`src/rtl/byte_striping_4l_pkg.sv`:
```
// Shared definitions for the 4-lane byte striper.
//   NUM_LANES        : number of output lanes
//   DEFAULT_PAD_BYTE : filler byte for unused lanes of a flushed partial word
//   state_t          : striper FSM encoding
//   partial_mask     : lane-valid mask for a partial word of 1..3 bytes
package byte_striping_4l_pkg;

  localparam int NUM_LANES = 4;
  localparam logic [7:0] DEFAULT_PAD_BYTE = 8'hF7;

  typedef enum logic {
    IDLE = 1'b0,
    FILL = 1'b1
  } state_t;

  function automatic logic [NUM_LANES-1:0] partial_mask(input logic [1:0] nbytes);
    case (nbytes)
      2'd1:    return 4'b0001;
      2'd2:    return 4'b0011;
      2'd3:    return 4'b0111;
      default: return 4'b0000;
    endcase
  endfunction

endpackage

```
`src/rtl/byte_striping_4l.sv`:
```
// Serial-to-4-lane byte striper. Bytes arriving one per clock (qualified by
// valid_in) are distributed round-robin over lanes 0..3. A completed word,
// or a PAD_BYTE-padded partial word when the stream pauses, is presented on
// registered lane outputs with a per-lane valid mask.
//
// Ports:
//   clk        in   clock, all state updates on posedge
//   reset      in   synchronous active-low reset
//   data_in    in   [7:0] byte to stripe
//   valid_in   in   data_in qualifier
//   lane0..3   out  [7:0] lane bytes (lane0 = first byte of the word)
//   valid_out  out  [3:0] per-lane valid mask
//   flush_out  out  one-cycle pulse accompanying a padded partial word
//   word_cnt   out  [CNT_W-1:0] emitted words, saturating
//
// States:
//   IDLE | lane pointer 0, nothing buffered
//   FILL | 1..3 bytes buffered, pointer = number of buffered bytes
module byte_striping_4l
  import byte_striping_4l_pkg::*;
#(
  parameter logic [7:0] PAD_BYTE = DEFAULT_PAD_BYTE,
  parameter int         CNT_W    = 16
) (
  input  logic             clk,
  input  logic             reset,
  input  logic [7:0]       data_in,
  input  logic             valid_in,
  output logic [7:0]       lane0_out,
  output logic [7:0]       lane1_out,
  output logic [7:0]       lane2_out,
  output logic [7:0]       lane3_out,
  output logic [3:0]       valid_out,
  output logic             flush_out,
  output logic [CNT_W-1:0] word_cnt
);

  state_t           r_state;
  logic [1:0]       r_ptr;
  logic [7:0]       r_buf  [0:2];
  logic [7:0]       r_lane [0:NUM_LANES-1];
  logic [3:0]       r_valid;
  logic             r_flush;
  logic [CNT_W-1:0] r_cnt;

  state_t           w_state_nxt;
  logic [1:0]       w_ptr_nxt;
  logic [7:0]       w_buf_nxt  [0:2];
  logic [7:0]       w_lane_nxt [0:NUM_LANES-1];
  logic [3:0]       w_valid_nxt;
  logic             w_flush_nxt;
  logic             w_emit;
  logic [CNT_W-1:0] w_cnt_nxt;

  always_comb begin
    w_state_nxt = r_state;
    w_ptr_nxt   = r_ptr;
    w_buf_nxt   = r_buf;
    w_lane_nxt  = r_lane;   // lanes hold while valid_out is low
    w_valid_nxt = 4'b0000;
    w_flush_nxt = 1'b0;
    w_emit      = 1'b0;

    case (r_state)
      IDLE: begin
        if (valid_in) begin
          w_buf_nxt[0] = data_in;
          w_ptr_nxt    = 2'd1;
          w_state_nxt  = FILL;
        end
      end

      FILL: begin
        if (valid_in) begin
          if (r_ptr == 2'd3) begin
            // Fourth byte goes straight to lane 3, never through a buffer.
            w_lane_nxt[0] = r_buf[0];
            w_lane_nxt[1] = r_buf[1];
            w_lane_nxt[2] = r_buf[2];
            w_lane_nxt[3] = data_in;
            w_valid_nxt   = 4'b1111;
            w_ptr_nxt     = 2'd0;
            w_state_nxt   = IDLE;
            w_emit        = 1'b1;
          end else begin
            for (int i = 0; i < 3; i++) begin
              if (r_ptr == 2'(i)) w_buf_nxt[i] = data_in;
            end
            w_ptr_nxt = r_ptr + 2'd1;
          end
        end else begin
          // Stream paused: emit what is buffered, pad the rest.
          for (int i = 0; i < 3; i++) begin
            w_lane_nxt[i] = (2'(i) < r_ptr) ? r_buf[i] : PAD_BYTE;
          end
          w_lane_nxt[3] = PAD_BYTE;
          w_valid_nxt   = partial_mask(r_ptr);
          w_flush_nxt   = 1'b1;
          w_ptr_nxt     = 2'd0;
          w_state_nxt   = IDLE;
          w_emit        = 1'b1;
        end
      end

      default: begin
        w_state_nxt = IDLE;
        w_ptr_nxt   = 2'd0;
      end
    endcase
  end

  assign w_cnt_nxt = (w_emit && (r_cnt != {CNT_W{1'b1}})) ? r_cnt + CNT_W'(1) : r_cnt;

  always_ff @(posedge clk) begin
    if (!reset) begin
      r_state <= IDLE;
      r_ptr   <= 2'd0;
      r_valid <= 4'b0000;
      r_flush <= 1'b0;
      r_cnt   <= '0;
      for (int i = 0; i < 3; i++)         r_buf[i]  <= 8'h00;
      for (int i = 0; i < NUM_LANES; i++) r_lane[i] <= 8'h00;
    end else begin
      r_state <= w_state_nxt;
      r_ptr   <= w_ptr_nxt;
      r_valid <= w_valid_nxt;
      r_flush <= w_flush_nxt;
      r_cnt   <= w_cnt_nxt;
      for (int i = 0; i < 3; i++)         r_buf[i]  <= w_buf_nxt[i];
      for (int i = 0; i < NUM_LANES; i++) r_lane[i] <= w_lane_nxt[i];
    end
  end

  assign lane0_out = r_lane[0];
  assign lane1_out = r_lane[1];
  assign lane2_out = r_lane[2];
  assign lane3_out = r_lane[3];
  assign valid_out = r_valid;
  assign flush_out = r_flush;
  assign word_cnt  = r_cnt;

endmodule

```
`config.mk`:
```
export PLATFORM = sky130hd
export DESIGN_NAME = byte_striping_4l
export DESIGN_NICKNAME = d
export VERILOG_FILES = /design/src/rtl/byte_striping_4l_pkg.sv /design/src/rtl/byte_striping_4l.sv
export SDC_FILE = /design/constraint.sdc
export NUM_CORES = 1
export LEC_CHECK = 0
export CELL_PAD_IN_SITES_DETAIL_PLACEMENT = 2
export CELL_PAD_IN_SITES_GLOBAL_PLACEMENT = 2
export CORE_ASPECT_RATIO = 0.75
export CORE_MARGIN = 2
export CORE_UTILIZATION = 30
export DETAILED_ROUTE_END_ITERATION = 10
export PLACE_DENSITY_LB_ADDON = 0.1
export SKIP_LAST_GASP = 1
export SLEW_MARGIN = 10
export SYNTH_ARGS = -nofsm -noshare
export SYNTH_HDL_FRONTEND = slang
export SYNTH_SLANG_ARGS = --single-unit
```
`constraint.sdc`:
```
create_clock -name clk -period 2.8 [get_ports clk]
set_clock_uncertainty 0.2 [all_clocks]
set_input_delay 0.56 -clock clk [delete_from_list [all_inputs] [get_ports clk]]
set_output_delay 0.56 -clock clk [all_outputs]
set_load 0.01 [all_outputs]
```
Word level (Yosys, flattened, before mapping)
Index checks and enable logic that the tools add are counted.
Storage, ports and cells
  output and inout bits: 53
  input bits: 11
  flip-flop bits (word level): 80
  logic and storage cells: 62
Cells by class
  $lt $le $gt $ge: 3
  reductions and logical operators: 7
  bitwise logic cells: 2
  eq/ne operators: 9
  $add $sub $neg: 2
  mux-type cells: 27
Operator list (count)
  two-way mux 32 bit: 2
  two-way mux 8 bit: 7
  two-way mux 24 bit: 2
  adder 16 x 1 -> 16 bit, second input constant: 1
  != test 16 bit, second input constant: 1
  one-hot mux 8 bit (2 select lines): 1
  AND reduction 4 bit: 3
  one-hot mux 3 bit (3 select lines): 1
  two-way mux 4 bit: 2
  two-way mux 1 bit: 7
  two-way mux 2 bit: 3
  != test 2 bit, second input constant: 3
  == test 2 bit, second input constant: 2
  less-than comparator 1 x 2 -> 1 bit, first input constant: 2
  != test 2 x 1 -> 1 bit, second input constant: 2
  one-hot mux 2 bit (2 select lines): 1
  AND reduction 2 bit: 2
  adder 2 x 1 -> 2 bit, second input constant: 1
  == test 2 x 1 -> 1 bit, second input constant: 1
  zero test 2 bit: 1
  less-than comparator 2 bit, first input constant: 1
  NOT 1 bit: 2
  one-hot mux 1 bit (2 select lines): 1
  logical AND 1 bit: 1

Depth between registers and ports, before layout
Gate-level depths: netlist of the first run.
  word-level depth: 5
  gate-level depth with buffers: 7
  mapped depth without buffers: 6

Worst setup path before layout of the first run
OpenSTA, ideal clock, no wires.
  path kind: reg2reg
  from: reg r_ptr[1]
  to: reg r_cnt[5] (netlist: word_cnt[5])
  buffers on the path: 1
  setup time: 0.070 ns
  required time: 2.530 ns
  arrival time: 1.700 ns
  clock period less this slack: 1.970 ns
  stages on the path, launching flop included: 7
  slack: 0.830 ns
  path through: dfxtp_1 -> ha_1 -> nand2b_4 -> nand3_4 -> buf_6 -> or4_1 -> a21oi_1
On the way
  longest elaborated chain between the ends: 5
RTL lines
  from (decl): line byte_striping_4l.sv:39  | logic [1:0] r_ptr;
  from (signal assigned): line byte_striping_4l.sv:125  | r_ptr <= w_ptr_nxt;
  == test 2 bit: line byte_striping_4l.sv:75  | if (r_ptr == 2'd3) begin
  two-way mux 1 bit: line byte_striping_4l.sv:75
  two-way mux 1 bit: line byte_striping_4l.sv:74  | if (valid_in) begin
  two-way mux 1 bit: line byte_striping_4l.sv:64  | case (r_state)
  logical AND 1 bit: line byte_striping_4l.sv:112  | assign w_cnt_nxt = (w_emit && (r_cnt != {CNT_W{1'b1}})) ? r_cnt + CNT_W'(1) : r_cnt;
  to (signal assigned): line byte_striping_4l.sv:128  | r_cnt <= w_cnt_nxt;
  to (decl): line byte_striping_4l.sv:44  | logic [CNT_W-1:0] r_cnt;
No other way between the ends.
A chain may end at the register's enable or synchronous reset.

Final worst setup path of the first run
  from: reg r_ptr[1]
  to: reg r_cnt[4] (netlist: word_cnt[4])
Same word-level chain as after synthesis.

==> results of run 1 <==
-- sequential cells by signal (all words and copies together) (netlist names) --
register,count
r_ptr,2
word_cnt,16
flush_out,1
lane3_out,8
lane1_out,8
r_state,1
r_buf,24
valid_out,4
lane2_out,8
lane0_out,8
-- through the flow --
step / instance area (um^2) / utilization [%] / hold WS [ps] / total power (W)
6_report: 4330 / 41.7 / 259 / 0.00258
5_1_grt: 4330 / 41.7 / 288 / 0.00269
4_1_cts: 4330 / 41.7 / 266 / 0.00261
3_5_place_dp: 4040 / 38.9 / 251 / 0.00145
3_3_place_gp: 4040 / 38.9 / 240 / 0.00144
2_1_floorplan: 3230 / - / 232 / 0.00133
-- per-layer routing --
metal | up-vias | GRT usage (%) | part of all wire, %
met1 | 1444 | 25.2 | 50
met3 | 13 | 4.07 | 2.9
li1 | 1418 | - | -
met2 | 42 | 29.9 | 46
met4 | 0 | 5.49 | 1.2
met5 | - | 0 | 0
-- final cells by class --
| cell class | count | area, um^2 |
|---|---|---|
| tap | 136 | 170 |
| fill | 1138 | 6040 |
| clock buffer | 11 | 233 |
| multi-input combinational | 255 | 1490 |
| inverter | 8 | 30.0 |
| timing repair buffer | 75 | 746 |
| clock inverter | 5 | 57.6 |
| sequential | 80 | 1600 |
-- synthesized netlist by cell type (all sizes together), types with 7 or more instances --
master / n / area, um^2
o22ai: 7 / 43.8
inv: 7 / 26.3
nor2: 40 / 150
nand3: 13 / 77.6
mux2i: 11 / 110
buf: 10 / 67.6
nor3: 46 / 230
dfxtp: 80 / 1600
clkbuf: 11 / 41.3
nand2: 36 / 135
a21oi: 31 / 155
-- worst max-delay path: cells and delay by family, from the launching register on --
| kind | cells | cell delay [ps] |
|---|---|---|
| flip-flops | 1 | 480 |
| AND/OR/NAND/NOR | 3 | 1080 |
| adder cells (fa/ha/maj) | 1 | 380 |
| AO/OA/AOI/OAI | 1 | 150 |
-- logic make-up (layout without fill, tap and decap cells) --
group | count (synthesis) | after routing | share of synthesized area (%)
AOI/OAI and AO/OA | 59 | 59 | 10.9
and+or+nand+nor | 179 | 179 | 29.5
muxes | 11 | 11 | 3.41
DFF | 80 | 80 | 49.6
buffers and inverters | 29 | 99 | 4.30
adders and majority gates | 6 | 6 | 2.32
-- worst min-delay path by stage --
stage                   start   endpoint  slack (ps)  cells after the start
floorplan           r_buf[19]  r_buf[19]         230                      2
global placement    r_buf[19]  r_buf[19]         240                      2
detailed placement  r_buf[19]  r_buf[19]         250                      2
CTS                  r_buf[1]   r_buf[1]         270                      2
global route         r_buf[1]   r_buf[1]         290                      2
finish              r_buf[22]  r_buf[22]         260                      2
-- power by group through the flow --
stage / clock, W / combinational (W) / sequential, W
finish: 0.00116 / 0.000224 / 0.00120
global route: 0.00124 / 0.000245 / 0.00120
CTS: 0.00119 / 0.000228 / 0.00120
detailed placement: 0 / 0.000226 / 0.00122
global placement: 0 / 0.000221 / 0.00122
floorplan: 0 / 0.000102 / 0.00123
==> run metrics, run 1 <==
CP Class flip-flop to flip-flop; chip width between 100 and 150 um; Slew HR 57.3%; setup TNS 0 ps; # diodes 0; fin crit share 84.0%; logic gate share of total power roughly 8.7%; crit path max fanout 10; clock tree from TritonCTS done; Sw Pwr 0.000611 W; clk_lat worst skew 340 ps; clock network fraction of total power 44.9%; vias in the first global route 3080; CTS clk-pin slew, worst paths 60 ps; via count 2917; Initial DRT Pass Iterations 4; Resized Gates After CTS 0; Residual DRC 0; pre-CTS WS around 290 ps; Synth Net Count 381; Congestion Overflow GR 0; Async SR Flop Fraction 0%; Fin. Hold Viols 0; I/O pin cnt 64; Max-Cap Viols 0; RePlAce Congestion just over 0.7; setup repair bufs after CTS 0; worst-margin pin slew about 640 ps; R2R setup slack 450 ps; vias per cell roughly 5.1; first-pass GRT wire length 16.6 mm; Top FF cell, synth dfxtp_1; slack of the critical path 448 ps; status complete, no violations; CTS hold repair buffers 0; unrepaired setup endpoints after global routing false; last element of the critical path word_cnt[4]; Cell variety after synth 47; Ys Warns 0; reg-to-reg endpoint word_cnt[4]; Die ar. 11600 um^2; post-DP HPWL a little over 7 mm; Final ANT Viol Nets 0; fmax 425 MHz; H-tree depth 3; Die Ht 93.9 um; Max stage delay on crit path 590 ps; commonest non-fill, non-tap cells in the layout 80 x dfxtp_1, 63 x clkdlybuf4s50_1, 46 x nor3_1; Clock Tree Root clkbuf_16; cell-internal power 0.00197 W; Mapped Avg Cell Area 8.87 um^2; Setup violations, final 0; starting density of the core 31.1%; row count 32; initial antenna violation count 0; most common cell after layout, fill and taps aside dfxtp_1; FF+latch count, synth 80; CP Launch Point r_ptr[1]; register area share after synthesis between 40 and 50%; IO Port Bufs 63; pin count of the biggest net entering global routing 42; min Tclk post-route 2350 ps; worst endpoint required time 2870 ps; VDD IR max ~0.29 mV; r2r startpoint r_ptr[1]; Slowest cell on crit path or4_1; Final Max Tran Viols 0; Seq pwr share 46.4%; worst-case reg-to-reg path depth 5; final wirelength 10.2 mm; clock sinks 80; global-route usage over all layers 18.7%; Mapped Area 3230 um^2; CTS max path bufs 2; startpoint types flip-flop; core box area 10400 um^2; number of synthesized flops with an enable pin 0; Non-Filler Instances 570; HP Class flip-flop to flip-flop; kind of end point of the critical path flip-flop; CTS Buf Count 9; Layout area overhead 34.1%; P_leak 1.49 nW; number of DRC markers in iteration 0 between 90 and 100; Switching Fraction a little under a quarter; CP arrival 2420 ps; WL per Instance 17.8 um; NumNets Final 446; power per cell area 595 nW/um^2; cell count after synthesis around 360; placed insts between 500 and 600; critical-path cell list ha_1 > nand2b_4 > nand2_1 > or4_1 > a21oi_1; fraction of layout cells with a size suffix above 1 8.06%
(Power assumes the default switching activity.)
==> run 2, diff against run 1 <==
clock period = 2.27 ns   (was 2.8 ns; I/O delays follow)
==> run 2 against run 1 <==
  * Via count rose by 3.2%
  * Largest cell class unchanged
  * Sequential power grew 23%
  * Power increased by 24%
  * Combinational power up 28%
  * Setup slack worse by 290 ps
  * Routed wire length increased by 3.0%
  * Clock-buffer cell count is the same
==> run metrics, run 2 (synthesized netlist as in run 1, its figures left out) <==
CTS max path bufs 2; via count about 3000; Die ar. around 12000 um^2; RePlAce Congestion 0.753; starting density of the core a little under a third; Fin. Hold Viols 0; global-route usage over all layers 19.0%; Congestion Overflow GR 0; pin count of the biggest net entering global routing 27; Die Ht 93.9 um; NumNets Final ~460; vias in the first global route 3194; Max stage delay on crit path approximately 440 ps; status complete, no violations; Most flops, register r_buf; number of DRC markers in iteration 0 146; Slowest cell on crit path dfxtp_1; r2r startpoint r_ptr[0]; clock tree from TritonCTS done; Setup violations, final 0; final instance area between 4000 and 5000 um^2; max FFs per register 24; Residual DRC 0; min Tclk post-route 2120 ps; power per cell area 721 nW/um^2; Max-Cap Viols 0; row count 32; kind of end point of the critical path flip-flop; chip width ~120 um; crit path max fanout 8; HP Class flip-flop to flip-flop; # diodes 0; most common cell after layout, fill and taps aside dfxtp_1; startpoint types flip-flop; initial antenna violation count 0; CTS clk-pin slew, worst paths 60 ps; clk_lat worst skew between 300 and 400 ps; Final Max Tran Viols 0; post-DP HPWL 7.43 mm; Layout area overhead 37.2%; fraction of layout cells with a size suffix above 1 10.6%; critical-path cell list ha_1 > buf_4 > and2b_4 > nor4_4 > buf_4 > a21oi_1 > a311oi_1; fmax 473 MHz; P_leak 1.55 nW; VDD IR max roughly 0.47 mV; worst endpoint required time 2310 ps; pre-CTS WS -94.5 ps; final wirelength 10.5 mm; clock sinks 80; commonest non-fill, non-tap cells in the layout 80 x dfxtp_1, 63 x clkdlybuf4s50_1, 46 x nor3_1; Initial DRT Pass Iterations 5; CP Class flip-flop to flip-flop; CP Launch Point r_ptr[0]; vias per cell 5.18; Clock Tree Root clkbuf_16; core box area 10400 um^2; Critical path buffers and inverters 2; fin crit share 93.2%; CTS Buf Count 9; H-tree depth 3; CP most frequent cell buf_4; Post-DP Area between 4000 and 5000 um^2; IO Port Bufs 63; critical path's top delay family simple AND/OR/NAND/NOR gates; Slew HR 55.3%; slack of the critical path 154 ps; worst-margin pin slew around 670 ps; Final ANT Viol Nets 0; hold_sp lane1_out[3]; Resized Gates After CTS 0; I/O pin cnt between 60 and 70; unrepaired setup endpoints after global routing false; total power 0.00319 W; CP arrival 2160 ps; first-pass GRT wire length 16.8 mm; WL per Instance 18.0 um
[run 2: through the flow]
step / TNS, ps / hold slack, ps / utilization (%) / std cells
6_report: 0 / 255 / 42.7 / 581
3_5_place_dp: -369 / 254 / 39.9 / 565
4_1_cts: 0 / 262 / 42.6 / 580
5_1_grt: 0 / 286 / 42.7 / 581
3_3_place_gp: -55.4 / 241 / 39.9 / 565
2_1_floorplan: 0 / 232 / - / 364
[run 2: timing repair]
| item | CTS | global route |
|---|---|---|
| setup buffers | 0 | 1 |
| endpoints found under the setup margin | 0 | 5 |
| hold buffers | 0 | 0 |
[run 2: power breakdown]
group | internal, W | leakage (nW) | switching [W] | total [W]
logic | 0.000131 | 0.759 | 0.000155 | 0.000286
registers | 0.00145 | 0.650 | 0.0000293 | 0.00148
clock network | 0.000870 | 0.145 | 0.000558 | 0.00143
[run 2: tightest hold or removal path: cells and delay by family, from the launching register on]
kind,cells,cell delay (ps)
DFF,1,310
AOI/OAI and AO/OA,1,50
and+or+nand+nor,1,50
[run 2: layer usage]
layer  wire length [um]  global-route usage (%)  vias to the layer above
met2               4730                    29.7                       49
met1               5290                    26.0                     1495
met5                  0                       0                        -
met4                130                    5.40                        0
met3                306                    4.49                       14
li1                   -                       -                     1451
[run 2: final timing paths]
| path | slack, ps | cells after the start | end |
|---|---|---|---|
| max | 150 | 7 | word_cnt[14] |
| min | 260 | 2 | lane1_out[3] |
| max reg2reg | 150 | 7 | word_cnt[14] |
| min reg2reg | 260 | 2 | lane1_out[3] |
[run 2: layout make-up]
class / instances / area [um^2]
clock buffers: 11 / 243
fillers: 1125 / 5940
inverters: 8 / 30.0
clock inverters: 4 / 45.0
multi-input cells: 255 / 1490
well taps: 136 / 170
flip-flops and latches: 80 / 1600
repair buffers: 87 / 848
==> run 3, diff against run 2 <==
ABC_CLOCK_PERIOD_IN_PS = 2270   (was not set)
SETUP_SLACK_MARGIN = 0.2   (was not set)
==> run 3 against run 2 <==
  * Critical path depth shrank 6
  * Clock power barely moved
  * Worst hold slack worse by 1.6 ps
  * Register-to-register slack better by 170 ps
  * Critical endpoint is now word_cnt[3]
  * Highest routed layer unchanged
  * Final cell count is 0.17% higher
  * Clock-buffer cell count stayed put
==> run metrics, run 3 (synthesized netlist as in run 1, its figures left out) <==
Layout area overhead 38.9%; I/O pin cnt 64; CP Class flip-flop to primary output; Initial DRT Pass Iterations 4; fraction of layout cells with a size suffix above 1 12.8%; Max stage delay on crit path 590 ps; max FFs per register 24; clock tree from TritonCTS done; CTS max path bufs 2; NumNets Final about 460; Final Max Tran Viols 0; fin crit share 89.7%; pin count of the biggest net entering global routing 27; HP Class flip-flop to flip-flop; slack of the critical path roughly 230 ps; critical path's top delay family buffers and inverters; Setup violations, final 0; vias in the first global route approximately 3200; setup TNS 0 ps; vias per cell 5.20; Most flops, register r_buf; number of DRC markers in iteration 0 152; Die Ht ~94 um; CTS Buf Count 9; fmax 491 MHz; final wirelength between 10 and 15 mm; WL per Instance approximately 18 um; RePlAce Congestion 0.753; commonest non-fill, non-tap cells in the layout 75 x dfxtp_1, 62 x clkdlybuf4s50_1, 46 x nor3_1; worst-margin pin slew 624 ps; global-route usage over all layers 19.0%; chip width 124 um; pre-CTS WS -94.5 ps; unrepaired setup endpoints after global routing true; row count 32; clk_lat worst skew 330 ps; core box area 10400 um^2; Hold WS 254 ps; IO Port Bufs 63; Fin. Hold Viols 0; final core occ 43.3%; startpoint types flip-flop; status complete, no violations; via count 3024; P_leak about 1.6 nW; initial antenna violation count 0; clock sinks 80; Final ANT Viol Nets 0; critical-path cell list clkdlybuf4s50_1; Residual DRC 0; Critical path buffers and inverters 1; most common cell after layout, fill and taps aside dfxtp_1; Slowest cell on crit path clkdlybuf4s50_1; kind of end point of the critical path primary output; first-pass GRT wire length 16.8 mm; Clock Tree Root clkbuf_16; power per cell area 712 nW/um^2; H-tree depth 3; crit path max fanout 6; min Tclk post-route about 2000 ps; CTS clk-pin slew, worst paths approximately 60 ps; Slew HR between 50% and 60%; Fillers 1118; CP arrival between 1000 and 1500 ps; Congestion Overflow GR 0; Die ar. 11600 um^2; post-DP HPWL 7.43 mm; CTS hold repair buffers 0; worst endpoint required time ~1600 ps; VDD IR max around 0.47 mV; # diodes 0; total power 0.00319 W; starting density of the core 31.1%; Max-Cap Viols 0
## run 3: worst paths after layout
path	slack [ps]	end	cells past startpoint	start
worst max-delay path	230	word_cnt[3]	1	word_cnt[3]
worst min-delay path	250	lane1_out[3]	2	lane1_out[3]
worst max register to register	320	word_cnt[15]	4	word_cnt[3]
worst min register to register	250	lane1_out[3]	2	lane1_out[3]
## run 3: area by class of cell
cell class	count	area [um^2]	area share (%)
sequential	80	1610	35.9
multi-input combinational	255	1530	34.0
timing repair buffer	88	862	19.2
clock buffer	11	243	5.41
tap	136	170	3.79
clock inverter	4	45.0	1.00
inverter	8	30.0	0.669
## run 3: where the power goes
group / internal (W) / switching (W) / leakage (nW)
logic: 0.000132 / 0.000156 / 0.783
registers: 0.00145 / 0.0000297 / 0.653
clock network: 0.000870 / 0.000557 / 0.145
## run 3: stage by stage
step           cell area, um^2  std cells
6_report                  4490        582
5_1_grt                   4490        582
4_1_cts                   4420        580
3_5_place_dp              4130        565
3_3_place_gp              4130        565
2_1_floorplan             3230        364
## run 3: per-layer routing
layer | vias to the layer above | GRT usage, % | share of wire (%)
met3 | 12 | 4.49 | 2.9
met5 | - | 0 | 0
met2 | 46 | 29.6 | 45
li1 | 1453 | - | -
met4 | 0 | 5.40 | 1.1
met1 | 1513 | 26.0 | 51
## run 3: worst register-to-register path, stage by stage, from the launching register on
cell     delay, ps
dfxtp_1        460
nand4_1        180
or2_4          300
or4_1          520
and3_1         190
## run 3: what timing repair did
item / CTS / global route
endpoints found under the setup margin: 15 / 20
gates resized for setup: 2 / 12
setup buffers: 0 / 2
pin swaps: 1 / 2
